### src/rtl/mem_ctrl_pkg.sv
// Shared types and defaults for the memory request path.
package mem_ctrl_pkg;

    localparam int unsigned DATA_WIDTH = 32;
    localparam int unsigned ADDR_WIDTH = 16;

    localparam logic OP_RD = 1'b0;
    localparam logic OP_WR = 1'b1;

    typedef struct packed {
        logic                  wr;
        logic [ADDR_WIDTH-1:0] addr;
        logic [DATA_WIDTH-1:0] wdata;
    } mem_req_t;

endpackage

### src/rtl/mem_req_fifo.sv
// In-order request FIFO; head is read straight from the storage registers.
module mem_req_fifo
    import mem_ctrl_pkg::*;
#(
    parameter int unsigned DEPTH = 8,
    localparam int unsigned PTR_W = $clog2(DEPTH),
    localparam int unsigned CNT_W = $clog2(DEPTH) + 1
) (
    input  logic             clk,
    input  logic             rst,
    input  logic             push,
    input  mem_req_t         push_data,
    input  logic             pop,
    output mem_req_t         head,
    output logic             full,
    output logic             empty,
    output logic [CNT_W-1:0] count
);

    logic [PTR_W-1:0] wr_ptr_q, wr_ptr_d;
    logic [PTR_W-1:0] rd_ptr_q, rd_ptr_d;
    logic [CNT_W-1:0] count_q, count_d;
    mem_req_t         storage_q [DEPTH];
    logic             do_push;
    logic             do_pop;

    assign full    = (count_q == CNT_W'(DEPTH));
    assign empty   = (count_q == '0);
    assign count   = count_q;
    assign head    = storage_q[rd_ptr_q];
    assign do_push = push && !full;
    assign do_pop  = pop && !empty;

    always_comb begin
        wr_ptr_d = wr_ptr_q;
        rd_ptr_d = rd_ptr_q;
        count_d  = count_q;
        if (do_push) begin
            wr_ptr_d = wr_ptr_q + PTR_W'(1);
        end
        if (do_pop) begin
            rd_ptr_d = rd_ptr_q + PTR_W'(1);
        end
        case ({do_push, do_pop})
            2'b10:   count_d = count_q + CNT_W'(1);
            2'b01:   count_d = count_q - CNT_W'(1);
            default: count_d = count_q;
        endcase
    end

    always_ff @(posedge clk) begin
        if (rst) begin
            wr_ptr_q <= '0;
            rd_ptr_q <= '0;
            count_q  <= '0;
        end else begin
            wr_ptr_q <= wr_ptr_d;
            rd_ptr_q <= rd_ptr_d;
            count_q  <= count_d;
        end
    end

    // Payload storage needs no reset; validity is tracked by count_q.
    always_ff @(posedge clk) begin
        if (do_push) begin
            storage_q[wr_ptr_q] <= push_data;
        end
    end

endmodule

### src/rtl/mem_req_sched.sv
// Host request scheduler in front of the single-port memory: queues requests,
// issues one per cycle in order, and returns read data over valid/ready.
module mem_req_sched
    import mem_ctrl_pkg::*;
#(
    parameter int unsigned DATA_WIDTH = mem_ctrl_pkg::DATA_WIDTH,
    parameter int unsigned ADDR_WIDTH = mem_ctrl_pkg::ADDR_WIDTH,
    parameter int unsigned DEPTH      = 8
) (
    input  logic                       clk,
    input  logic                       rst,
    input  logic                       req_valid,
    output logic                       req_ready,
    input  logic                       req_wr,
    input  logic [ADDR_WIDTH-1:0]      req_addr,
    input  logic [DATA_WIDTH-1:0]      req_wdata,
    output logic                       resp_valid,
    input  logic                       resp_ready,
    output logic [DATA_WIDTH-1:0]      resp_rdata,
    output logic                       mem_rd_wr_valid,
    output logic                       mem_rd_wr_mem,
    output logic [ADDR_WIDTH-1:0]      mem_addr,
    output logic [DATA_WIDTH-1:0]      mem_wr_data,
    input  logic [DATA_WIDTH-1:0]      mem_rd_data,
    output logic [$clog2(DEPTH):0]     fifo_count
);

    mem_req_t                push_data;
    mem_req_t                head;
    logic                    full;
    logic                    empty;
    logic                    issue;
    logic                    rd_ok;
    logic                    rd_inflight_q, rd_inflight_d;
    logic                    resp_valid_q, resp_valid_d;
    logic [DATA_WIDTH-1:0]   resp_rdata_q, resp_rdata_d;

    assign req_ready = !full;
    assign push_data = '{wr: req_wr, addr: req_addr, wdata: req_wdata};

    mem_req_fifo #(
        .DEPTH(DEPTH)
    ) u_fifo (
        .clk       (clk),
        .rst       (rst),
        .push      (req_valid && req_ready),
        .push_data (push_data),
        .pop       (issue),
        .head      (head),
        .full      (full),
        .empty     (empty),
        .count     (fifo_count)
    );

    always_comb begin
        rd_ok           = !rd_inflight_q && (!resp_valid_q || resp_ready);
        issue           = !empty && ((head.wr == OP_WR) || rd_ok);
        mem_rd_wr_valid = issue;
        mem_rd_wr_mem   = head.wr;
        mem_addr        = head.addr;
        mem_wr_data     = head.wdata;

        rd_inflight_d = issue && (head.wr == OP_RD);
        resp_valid_d  = resp_valid_q;
        resp_rdata_d  = resp_rdata_q;
        // A capture takes priority over a same-edge host handshake.
        if (rd_inflight_q) begin
            resp_valid_d = 1'b1;
            resp_rdata_d = mem_rd_data;
        end else if (resp_valid_q && resp_ready) begin
            resp_valid_d = 1'b0;
        end
    end

    always_ff @(posedge clk) begin
        if (rst) begin
            rd_inflight_q <= 1'b0;
            resp_valid_q  <= 1'b0;
            resp_rdata_q  <= '0;
        end else begin
            rd_inflight_q <= rd_inflight_d;
            resp_valid_q  <= resp_valid_d;
            resp_rdata_q  <= resp_rdata_d;
        end
    end

    assign resp_valid = resp_valid_q;
    assign resp_rdata = resp_rdata_q;

endmodule

### config.mk
export PLATFORM = sky130hd
export DESIGN_NAME = mem_req_sched
export DESIGN_NICKNAME = d
export VERILOG_FILES = /design/src/rtl/mem_ctrl_pkg.sv /design/src/rtl/mem_req_fifo.sv /design/src/rtl/mem_req_sched.sv
export SDC_FILE = /design/constraint.sdc
export NUM_CORES = 1
export LEC_CHECK = 0
export ABC_AREA = 0
export CAP_MARGIN = 20
export CORE_UTILIZATION = 24
export CTS_CLUSTER_DIAMETER = 40
export DETAILED_ROUTE_END_ITERATION = 8
export SYNTH_ARGS = -nofsm -noshare
export SYNTH_HDL_FRONTEND = slang
export SYNTH_HIERARCHICAL = 1
export SYNTH_SLANG_ARGS = --single-unit
### constraint.sdc
create_clock -name clk -period 8.2 [get_ports clk]
set_input_delay 1.23 -clock clk [delete_from_list [all_inputs] [get_ports clk]]
set_output_delay 1.23 -clock clk [all_outputs]
set_load 0.05 [all_outputs]
Word level (Yosys, flattened, before mapping)
Memory sizes are Yosys's and may differ from the RTL's. A register that Yosys moved wholly into a read port is not among the register bits.
Cells that the tools add are included.
{ "totals": {"ram_bits": 392, "memories": 1, "input_bits": 85, "mem_bits_ro": 0, "register_bits": 44, "elab_cells": 38, "output_inout_bits": 88, "latch_bits": 0} }
{ "classes": {"eq_ne": 3, "mul": 0, "muxes": 7, "bitwise_logic": 1, "n_reduce_logical": 16, "order_cmp": 0, "n_addsub": 4, "n_shift": 0, "div_mod_pow": 0} }
{ "memory_table": {"columns": ["memory", "depth", "word_bits", "read_ports", "rd_ports_with_merged_regs", "write_ports", "line_no", "source"], "rows": [
  ["u_fifo.storage_q", 8, 49, 1, 1, 1, "mem_req_fifo.sv:23", "mem_req_t storage_q [DEPTH];"]
]} }
{ "op_table": {"columns": ["cell", "n"], "rows": [
  ["$pmux W4 S2", 1],
  ["$logic_and A1 B1 Y1", 7],
  ["$add A3 B1 Y3 const B", 2],
  ["$mux W3", 2],
  ["$add A4 B1 Y4 const B", 1],
  ["$eq A4 B4 Y1 const B", 1],
  ["$logic_not A1 Y1", 4],
  ["$logic_not A4 Y1", 1],
  ["$mux W1", 4],
  ["$reduce_bool A2 Y1", 2],
  ["$sub A4 B1 Y4 const B", 1],
  ["$eq A2 B1 Y1 const B", 1],
  ["$eq A2 B2 Y1 const B", 1],
  ["$logic_or A1 B1 Y1", 2],
  ["$not A1 Y1", 1]
]} }

Longest topological paths before layout
Gate-level depths: netlist of the first run.
{ "logic_depth": {"ltp_word": 8, "ltp_mapped": 14, "mapped_depth_nobuf": 12} }

Hierarchy
Netlist of the first run, hierarchy kept.
{ "by_module_without_submodules": {"columns": ["mod", "area_each_um2", "instances", "seq_area_each_um2", "cells_each"], "rows": [
  ["mem_req_fifo", 15362.2, 1, 12031.5, 640],
  ["mem_req_sched", 1278.7, 1, 680.7, 115]
]} }

Worst setup path after synthesis of the first run
No wires, ideal clock.
{ "synth_timing": {"path_type": "input-to-reg", "start": "input req_valid", "end": "memory u_fifo/storage_q[0][0] (netlist bit) (enable)", "path_stages": 3, "setup_slack_ns": 1.330, "path_buffers": 0, "required_ns": 7.623, "t_arrival_ns": 6.292, "setup_time_ns": 0.577, "cell_sequence": "nor2b_1 > nand2_2 > nor4_1"} }
{ "synth_between": {"elab_chain_len": 4} }
{ "synth_rtl": {"columns": ["item", "line_no", "source"], "rows": [
  ["start, declared", "mem_req_sched.sv:12", "input logic req_valid,"],
  ["$logic_and A1 B1 Y1", "mem_req_sched.sv:46", ".push (req_valid && req_ready),"],
  ["$logic_and A1 B1 Y1", "mem_req_fifo.sv:31", "assign do_push = push && !full;"],
  ["$mux W1", "mem_req_fifo.sv:65", "if (do_push) begin"],
  ["$mux W1 (implied by the code)", "mem_req_fifo.sv:66", "storage_q[wr_ptr_q] <= push_data;"],
  ["end, declared", "mem_req_fifo.sv:23", null]
]} }
Every way passes these cells.

==> out/summary.txt, run 1 <==
post-DR vias/cell: 4.135
Synth top area share: 70.74%
first-pass GRT wire length: 55360 um
largest net degree at the start of global routing: 55
Layout Skew: 0.02233 ns
Resize count post-CTS: 0
critical path fanouts, max: 44
global-route usage over all layers: 10.66%
total power: 7.622 mW
Hold-fix buffers, CTS: 0
Seq pwr share: 37.0%
worst r2r dst: u_fifo/count[3]$_SDFFE_PP0P_
R2R cell count: 10
RSZ-0062 raised after global routing: false
GRT overflow: 0
Sink Count: 439
clock share of power: 41.1%
internal power: 5.335 mW
post-layout instance area: 21960 um^2
#FFs+latches synth: 439
Synth area leaders: edfxtp_1, mux4_2, dfxtp_1, mux2_2, mux2i_1
Ys Warns: 6
Residual DRC: 0
setup violators final: 0
CTS tree: built
Top FF cell, synth: edfxtp_1
core box area: 68590 um^2
Post-Syn Area: 16640 um^2
EDFF count, synth: 392
startpoint types: register
Synth cell types: 32
most frequent cell after synthesis: edfxtp_1
die area: 70390 um^2
CTS buffer count: 75
routed vias: 8130
Sw Pwr: 2.287 mW
Row Count: 96
CP Data Required Time: 6.97 ns
Pre-Repair DR Iteration Count: 4
initial core utilization: 24.26%
RePlAce Congestion: 0.6659
FMAX: 0.1903 GHz
power density cells: 347.1 nW/um^2
crit end category: primary output
initial DRC count: 448
Synth Net Count: 845
critical path arrival: 4.03 ns
setup ws final: 2.945 ns
die height: 265.3 um
internal reg-to-reg setup slack: 4.38 ns
DP Wirelength: 18690 um
# nets final: 1067
endpoints failing hold: 0
status: completed
clk root buf: clkbuf_16
Area Overhead vs Synth: 31.96%
Worst Max-Slew Pin Slew: 1.100 ns
syn_area_per_cell: 22.04 um^2
worst hold path type: register to register
worst setup path endpoint: mem_wr_data[13]
Synth area leader: edfxtp_1
DP Area: 19390 um^2
initial antenna violation count: 3
CP Class: register to primary output
antenna cell count: 0
synth cell count leaders: edfxtp_1, mux4_2, mux2_2, dfxtp_1, nor2_1
Rel. slew slack: 26.46%
Tmin final: 5.255 ns
vias in the first global route: 8862
DP Worst Slack: 3.376 ns
# Post-CTS Setup Buffers: 0
Total Wirelength: 36970 um
share of the yosys chip area belonging to registers: 76.39%
post-route antenna net violation count: 0
sw frac: 30.00%
Max VDD drop: 204.8 uV
maxcap violations: 0
Comb pwr share: 21.9%
Clock Path Buffers: 3
Pleak: 6.903 nW
setup tns final: 0 ns
number of port buffers: 172
final cycle utilization of the critical path: 64.09%
Die W: 265.3 um
Layout fillers: 6499
I/O pin count: 173
average routed wire per standard cell: 18.81 um
async set or reset register ratio after synthesis: 0%
htree depth: 3
Post-Synthesis Cells: 755
share of cells above drive strength 1: 28.89%
Worst-path clk slew: 0.05 ns
Clock Latency Late Sink: 0.61 ns
Pins Over Slew Limit: 0
-- sequential cells by signal, summed over array words and instances, names as in the netlist, named ones only --
register,cells
u_fifo/storage_q,392
u_fifo/wr_ptr_q,3
resp_rdata,32
resp_valid,1
rd_inflight_q,1
u_fifo/count,4
u_fifo/rd_ptr_q,3
-- cells in the final DEF, fill, tap and decap left out, types with 4 or more instances in the layout --
cell type / synthesis / final
xor2_1: 6 / 6
nor2_1: 44 / 41
nor2b_1: 4 / 4
mux2_2: 51 / 51
edfxtp_1: 392 / 392
nor3_2: 1 / 5
nand2_1: 4 / 4
inv_6: 0 / 10
clkinv_4: 0 / 7
ha_1: 5 / 5
mux4_2: 98 / 98
clkinvlp_4: 0 / 6
clkbuf_16: 0 / 76
mux2i_1: 34 / 34
inv_8: 0 / 4
clkdlybuf4s50_1: 0 / 172
clkbuf_1: 13 / 8
dfxtp_1: 47 / 43
buf_4: 0 / 12
clkinv_2: 0 / 6
bufinv_16: 0 / 7
-- cells by family after synthesis --
logic type / synth area share [%]
flops: 76.39
mux: 18.76
simple gates: 1.910
buf+inv: 1.797
compound gates: 0.3985
xor+xnor: 0.3684
fa+ha+maj: 0.3759
-- how the worst min path moves through the flow --
stage / startpoint / endpoint / cells after the start
detailed placement: resp_rdata[16]$_SDFFE_PP0P_ / resp_rdata[16]$_SDFFE_PP0P_ / 2
floorplan: u_fifo/rd_ptr_q[2]$_SDFFE_PP0P_ / register / 2
global placement: resp_rdata[0]$_SDFFE_PP0P_ / resp_rdata[0]$_SDFFE_PP0P_ / 2
global route: resp_rdata[18]$_SDFFE_PP0P_ / resp_rdata[18]$_SDFFE_PP0P_ / 2
finish: resp_rdata[17]$_SDFFE_PP0P_ / resp_rdata[17]$_SDFFE_PP0P_ / 2
CTS: resp_rdata[18]$_SDFFE_PP0P_ / resp_rdata[18]$_SDFFE_PP0P_ / 2
-- critical path, cell delays in order (launching register included) --
cell and delay [ns]:
dfxtp_4 0.96, buf_4 0.82, mux4_2 0.59, mux2_2 0.32
clkdlybuf4s50_1 0.73
-- final cells by class --
type / instances / area, um^2 / area share, %
clock buffer: 86 / 1959 / 8.923
clock inverter: 49 / 609.3 / 2.775
inverter: 3 / 11.26 / 0.05128
multi-input combinational: 274 / 3679 / 16.75
sequential: 439 / 12720 / 57.95
tap: 931 / 1165 / 5.305
timing repair buffer: 184 / 1812 / 8.250
-- per-stage QoR --
stage / util, % / hold slack (ns) / std cells
6_report: 32.02 / 0.4956 / 1966
5_1_grt: 32.02 / 0.5277 / 1966
4_1_cts: 32.02 / 0.4983 / 1966
3_5_place_dp: 28.27 / 0.4833 / 1831
3_3_place_gp: 28.27 / 0.4730 / 1831
2_1_floorplan: - / 0.4847 / 755
-- layer usage --
metal / part of all wire [%] / GRT usage [%] / vias to the layer above
met3: 6.3 / 3.518 / 86
met2: 47 / 16.77 / 238
li1: - / - / 3569
met1: 44 / 13.27 / 4231
met5: 0.12 / 0 / -
met4: 3.1 / 4.859 / 6
-- power by group through the flow --
stage / Clock (mW) / Sequential [mW] / Combinational (mW)
finish: 3.13 / 2.82 / 1.67
detailed placement: 0 / 2.87 / 1.70
global placement: 0 / 2.86 / 1.68
CTS: 3.22 / 2.83 / 1.70
floorplan: 0 / 2.90 / 1.13
global route: 3.30 / 2.85 / 1.77
Power figures use the tool's default switching activity.
==> run 2, diff against run 1 <==
==> constraint.sdc (replaced) <==
create_clock -name clk -period 5 [get_ports clk]
set_input_delay 0.75 -clock clk [delete_from_list [all_inputs] [get_ports clk]]
set_output_delay 0.75 -clock clk [all_outputs]
set_load 0.05 [all_outputs]
==> run 2 against run 1 <==
Net effect:
- via count is 0.84% lower
- combinational power is 67% higher
- first-iteration DRC count did not move
- worst setup slack worse by 2.0 ns
- power grew 66%
- clock power increased by 69%
- highest routed layer unchanged
==> out/summary.txt, run 2 (synthesis gave the netlist of run 1 again) <==
I/O pin count: 173 (unchanged)
initial antenna violation count: 3 (unchanged)
average routed wire per standard cell: 18.02 um (-4.2%)
Hold-fix buffers, CTS: 0 (unchanged)
post-DR vias/cell: 4.082 (-1.3%)
GRT overflow: 0 (unchanged)
Rel. slew slack: 28.33% (+1.9 points)
Multi-input gate area: 3694 um^2 (+0.41%)
CP Class: register to primary output
Layout Skew: 0.03300 ns (+0.01067 ns)
placed cells: 1837 (+0.33%)
setup violators final: 0 (unchanged)
Worst Max-Slew Pin Slew: 1.075 ns (-0.02534 ns)
Clock Latency Late Sink: 0.60 ns (about the same)
Area Overhead vs Synth: 33.50%
initial DRC count: 448 (unchanged)
Residual DRC: 0 (unchanged)
startpoint types: register
# nets final: 1073 (+0.56%)
htree depth: 3 (unchanged)
worst hold slack: 0.4944 ns (-0.001200 ns)
critical path arrival: 3.32 ns (-0.71 ns)
routed vias: 8062 (-0.84%)
Resize count post-CTS: 0 (unchanged)
initial core utilization: 24.26% (unchanged)
Pins Over Slew Limit: 0 (unchanged)
die height: 265.3 um (unchanged)
CP max-delay cell: clkdlybuf4s50_1
Total Wirelength: 35590 um (-3.7%)
final instance count without filler cells: 1975 (+0.46%)
RePlAce Congestion: 0.6648 (-0.17%)
Max VDD drop: 284.3 uV (+39%)
Crit path max-delay family: buffers and inverters
CP peak stage delay: 0.70 ns (-0.26 ns)
global-route usage over all layers: 10.24% (-0.42 points)
DP Wirelength: 19220 um (+2.8%)
first-pass GRT wire length: 53610 um (-3.2%)
Worst-path clk slew: 0.05 ns (about the same)
total power: 12.68 mW (+66%)
vias in the first global route: 8797 (-0.73%)
worst hold path type: register to register
antenna cell count: 0 (unchanged)
Reg area: 12720 um^2 (unchanged)
final cycle utilization of the critical path: 81.43%
power density cells: 570.9 nW/um^2 (+64%)
Layout fillers: 6469 (-0.46%)
CTS tree: built
Sink Count: 439 (unchanged)
status: completed
clk root buf: clkbuf_16
Largest register FFs: 392 (unchanged)
critical path fanouts, max: 24 (-45%)
RSZ-0062 raised after global routing: false
Reg with most FFs: u_fifo/storage_q
endpoints failing hold: 0 (unchanged)
maxcap violations: 0 (unchanged)
# Post-CTS Setup Buffers: 0 (unchanged)
CP Data Required Time: 4.25 ns (-2.72 ns)
WP buf/inv: 2 (unchanged)
Clock Path Buffers: 3 (unchanged)
Row Count: 96 (unchanged)
CTS buffer count: 75 (unchanged)
Pre-Repair DR Iteration Count: 4 (unchanged)
Tmin final: 4.072 ns
die area: 70390 um^2 (unchanged)
most common cell after layout, fill and taps aside: edfxtp_1
largest net degree at the start of global routing: 50 (-9.1%)
critical-path cell list: buf_4 > mux4_2 > mux2_2 > clkdlybuf4s50_1
number of port buffers: 172 (unchanged)
core box area: 68590 um^2 (unchanged)
FMAX: 0.2456 GHz
Pleak: 6.990 nW (+1.3%)
Die W: 265.3 um (unchanged)
share of cells above drive strength 1: 29.50% (+0.61 points)
most frequent cells in the layout: edfxtp_1, clkdlybuf4s50_1, mux4_2, clkbuf_16, mux2_2
crit end category: primary output
post-route antenna net violation count: 0 (unchanged)
hold wc startpoint: resp_rdata[19]$_SDFFE_PP0P_
==> run 2: cell count changes in the layout (fill, tap and decap cells not counted), moves of 4 or more <==
cell        delta
bufinv_16      +4
clkinv_1       +4
clkinvlp_4     +4
clkbuf_1       -4
buf_12         +8
==> run 2: path summary, 6_finish.rpt <==
check	end	slack [ns]	cells past startpoint
max	mem_addr[3]	0.93	4
min	resp_rdata[19]$_SDFFE_PP0P_	0.49	2
max reg2reg	u_fifo/count[3]$_SDFFE_PP0P_	1.49	10
min reg2reg	resp_rdata[19]$_SDFFE_PP0P_	0.49	2
==> run 2: final cells by class <==
cell class / count / share of cell area, %
clock buffers: 82 / 8.854
clock inverters: 56 / 3.137
inverters: 3 / 0.05069
multi-input cells: 274 / 16.63
flip-flops and latches: 439 / 57.28
well taps: 931 / 5.244
repair buffers: 190 / 8.809
==> run 2: per-layer routing <==
metal / vias to the layer above / track usage, % / share of wire [%]
met4: 6 / 3.906 / 2.4
met2: 234 / 16.37 / 48
li1: 3600 / - / -
met5: - / 0 / 0.10
met3: 70 / 3.407 / 6.6
met1: 4152 / 12.81 / 43
==> run 2: metrics by stage <==
stage	area, um^2	setup slack [ns]	utilization [%]	TNS [ns]
floorplan	16650	-0.4912	-	-72.21
detailed placement	19550	1.457	28.51	0
CTS	22220	0.7911	32.39	0
global route	22220	0.6889	32.39	0
global placement	19550	1.485	28.51	0
finish	22220	0.9285	32.39	0
==> run 2: worst register-to-register path, cell delays in order (launching register included) <==
cell and delay [ns]:
dfxtp_4 0.72, mux4_2 0.31, mux2_2 0.22, nor2b_1 0.06
a211oi_1 0.32, o41a_1 0.41, ha_1 0.34, nand2_1 0.07
mux2_2 0.27, o41ai_1 0.28, mux2_2 0.38
==> run 2: report_power, final <==
group | switching [mW] | internal, mW | leakage, nW
Clock | 1.84 | 3.47 | 1.27
Sequential | 0.217 | 4.37 | 3.94
Combinational | 1.64 | 1.15 | 1.78
Total | 3.70 | 8.99 | 6.99
==> run 3, diff against run 2 <==
==> constraint.sdc (replaced) <==
create_clock -name clk -period 3.5 [get_ports clk]
set_input_delay 0.525 -clock clk [delete_from_list [all_inputs] [get_ports clk]]
set_output_delay 0.525 -clock clk [all_outputs]
set_load 0.05 [all_outputs]
==> run 3 against run 2 <==
Net effect:
- global-route usage increased by 0.090 points
- critical path depth unchanged
- core utilization decreased by 0.053 points
- worst hold slack got worse by 0.0049 ns
- routed wire length increased by 0.66%
- clock-buffer cell count decreased by 4
- sequential power increased by 41%
- register-to-register slack got worse by 1.2 ns
- largest power group unchanged
==> out/summary.txt, run 3 (synthesis gave the netlist of run 1 again) <==
Pins Over Slew Limit: 0 (unchanged)
Row Count: 96 (unchanged)
routed vias: 8040 (-0.27%)
initial core utilization: 24.26% (unchanged)
Residual DRC: 0 (unchanged)
first-pass GRT wire length: 53810 um (+0.39%)
Pre-Repair DR Iteration Count: 4 (unchanged)
setup violators final: 0 (unchanged)
setup ws final: 0.1650 ns (-0.7634 ns)
share of cells above drive strength 1: 30.18% (+0.68 points)
Rel. slew slack: 47.17% (+19 points)
hold wc startpoint: resp_rdata[24]$_SDFFE_PP0P_
RePlAce Congestion: 0.7122 (+7.1%)
post-route antenna net violation count: 0 (unchanged)
Die W: 265.3 um (unchanged)
GRT overflow: 0 (unchanged)
endpoints failing hold: 0 (unchanged)
DP Wirelength: 19050 um (-0.88%)
post-DR vias/cell: 4.085 (about the same)
Sw Pwr: 5.210 mW (+41%)
Worst Max-Slew Pin Slew: 0.7900 ns (-0.2851 ns)
final cycle utilization of the critical path: 95.28%
critical path arrival: 2.81 ns (-0.51 ns)
global-route usage over all layers: 10.33% (+0.090 points)
clock share of power: 41.4% (-0.4 points)
clk root buf: clkbuf_16
Layout Skew: 0.01855 ns (-0.01445 ns)
core box area: 68590 um^2 (unchanged)
htree depth: 3 (unchanged)
CP Class: register to primary output
I/O pin count: 173 (unchanged)
sw frac: 29.30% (+0.16 points)
crit end category: primary output
largest net degree at the start of global routing: 57 (+14%)
final instance count without filler cells: 1968 (-0.35%)
power density cells: 801.9 nW/um^2 (+40%)
most common cell after layout, fill and taps aside: edfxtp_1
internal reg-to-reg setup slack: 0.34 ns (-1.15 ns)
worst hold path type: register to register
CTS buffer count: 70 (-6.7%)
Layout fillers: 6545 (+1.2%)
die height: 265.3 um (unchanged)
maxcap violations: 0 (unchanged)
internal power: 12.57 mW (+40%)
status: completed
Reg with most FFs: u_fifo/storage_q
Comb pwr share: 22.3% (+0.3 points)
Max VDD drop: 450.1 uV (+58%)
number of port buffers: 172 (unchanged)
FMAX: 0.2999 GHz
startpoint types: register
die area: 70390 um^2 (unchanged)
Seq pwr share: 36.3% (about the same)
Total Wirelength: 35820 um (+0.66%)
Worst-path clk slew: 0.05 ns (about the same)
Largest register FFs: 392 (unchanged)
antenna cell count: 0 (unchanged)
CTS tree: built
# Post-CTS Setup Buffers: 0 (unchanged)
average routed wire per standard cell: 18.20 um (+1.0%)
CP Data Required Time: 2.97 ns (-1.28 ns)
RSZ-0062 raised after global routing: false
# nets final: 1071 (-0.19%)
Pleak: 7.056 nW (+0.95%)
Sink Count: 439 (unchanged)
Area Overhead vs Synth: 33.28%
DP Worst Slack: 0.3826 ns (-1.074 ns)
Clock Latency Late Sink: 0.60 ns (about the same)
placed cells: 1840 (+0.16%)
initial DRC count: 475 (+6.0%)
vias in the first global route: 8672 (-1.4%)
Tmin final: 3.335 ns
initial antenna violation count: 1 (-2)
Clock Path Buffers: 3 (unchanged)
most frequent cells in the layout: edfxtp_1, clkdlybuf4s50_1, mux4_2, clkbuf_16, mux2_2
critical path fanouts, max: 44 (+83%)
run 3: cell count changes in the layout (fill, tap and decap cells not counted), moves of 4 or more:
cell and change:
clkbuf_16 -6, buf_12 +4, clkdlybuf4s50_1 -49, clkinv_1 -6
dlygate4sd2_1 +45, clkinv_4 -5, clkinv_2 +4
run 3: final cells by class:
cell class / count / area, um^2 / share of cell area, %
Clock buffer: 78 / 1834 / 8.270
Clock inverter: 50 / 724.4 / 3.266
Inverter: 3 / 11.26 / 0.05077
Multi-Input combinational cell: 274 / 3737 / 16.85
Sequential cell: 439 / 12730 / 57.39
Tap cell: 931 / 1165 / 5.252
Timing Repair Buffer: 193 / 1978 / 8.919
run 3: final timing paths:
kind | to | cells after the start
max | mem_wr_data[21] | 4
min | resp_rdata[24]$_SDFFE_PP0P_ | 2
max reg2reg | u_fifo/count[2]$_SDFFE_PP0P_ | 12
min reg2reg | resp_rdata[24]$_SDFFE_PP0P_ | 2
run 3: power by group through the flow:
stage          combinational, mW  sequential [mW]  clock (mW)
2_1_floorplan               2.69             6.78           0
3_3_place_gp                4.19             6.53           0
3_5_place_dp                4.21             6.56           0
4_1_cts                     4.06             6.46        7.56
5_1_grt                     4.21             6.50        7.77
6_report                    3.97             6.45        7.37
run 3: worst max-delay path: stages (launching register included):
cell	delay (ns)
dfxtp_4	0.45
buf_12	0.31
mux4_2	0.57
mux2_2	0.32
dlygate4sd2_1	0.44
run 3: through the flow:
stage | power [mW] | hold slack [ns] | util, % | instance area, um^2 | setup TNS (ns)
global placement | 10.72 | 0.4731 | 28.68 | 19670 | 0
global route | 18.48 | 0.5087 | 32.34 | 22180 | 0
floorplan | 9.468 | 0.4847 | - | 16710 | -126.63
detailed placement | 10.77 | 0.4867 | 28.68 | 19670 | 0
CTS | 18.08 | 0.4977 | 32.33 | 22170 | 0
finish | 17.78 | 0.4895 | 32.34 | 22180 | 0
run 3: layer usage:
layer | up-vias | routed length (um) | global-route usage (%)
li1 | 3584 | - | -
met1 | 4157 | 15890 | 13.02
met2 | 228 | 16870 | 16.49
met3 | 69 | 2060 | 3.083
met4 | 2 | 995 | 4.343
met5 | - | 13 | 0
run 3: what timing repair did:
item                                    4_1_cts  5_1_grt
cloned                                        0        0
endpoints found under the setup margin       45        3
gates resized for setup                      45        3
hold buffers                                  0        0
endpoints found under the hold margin         0        0
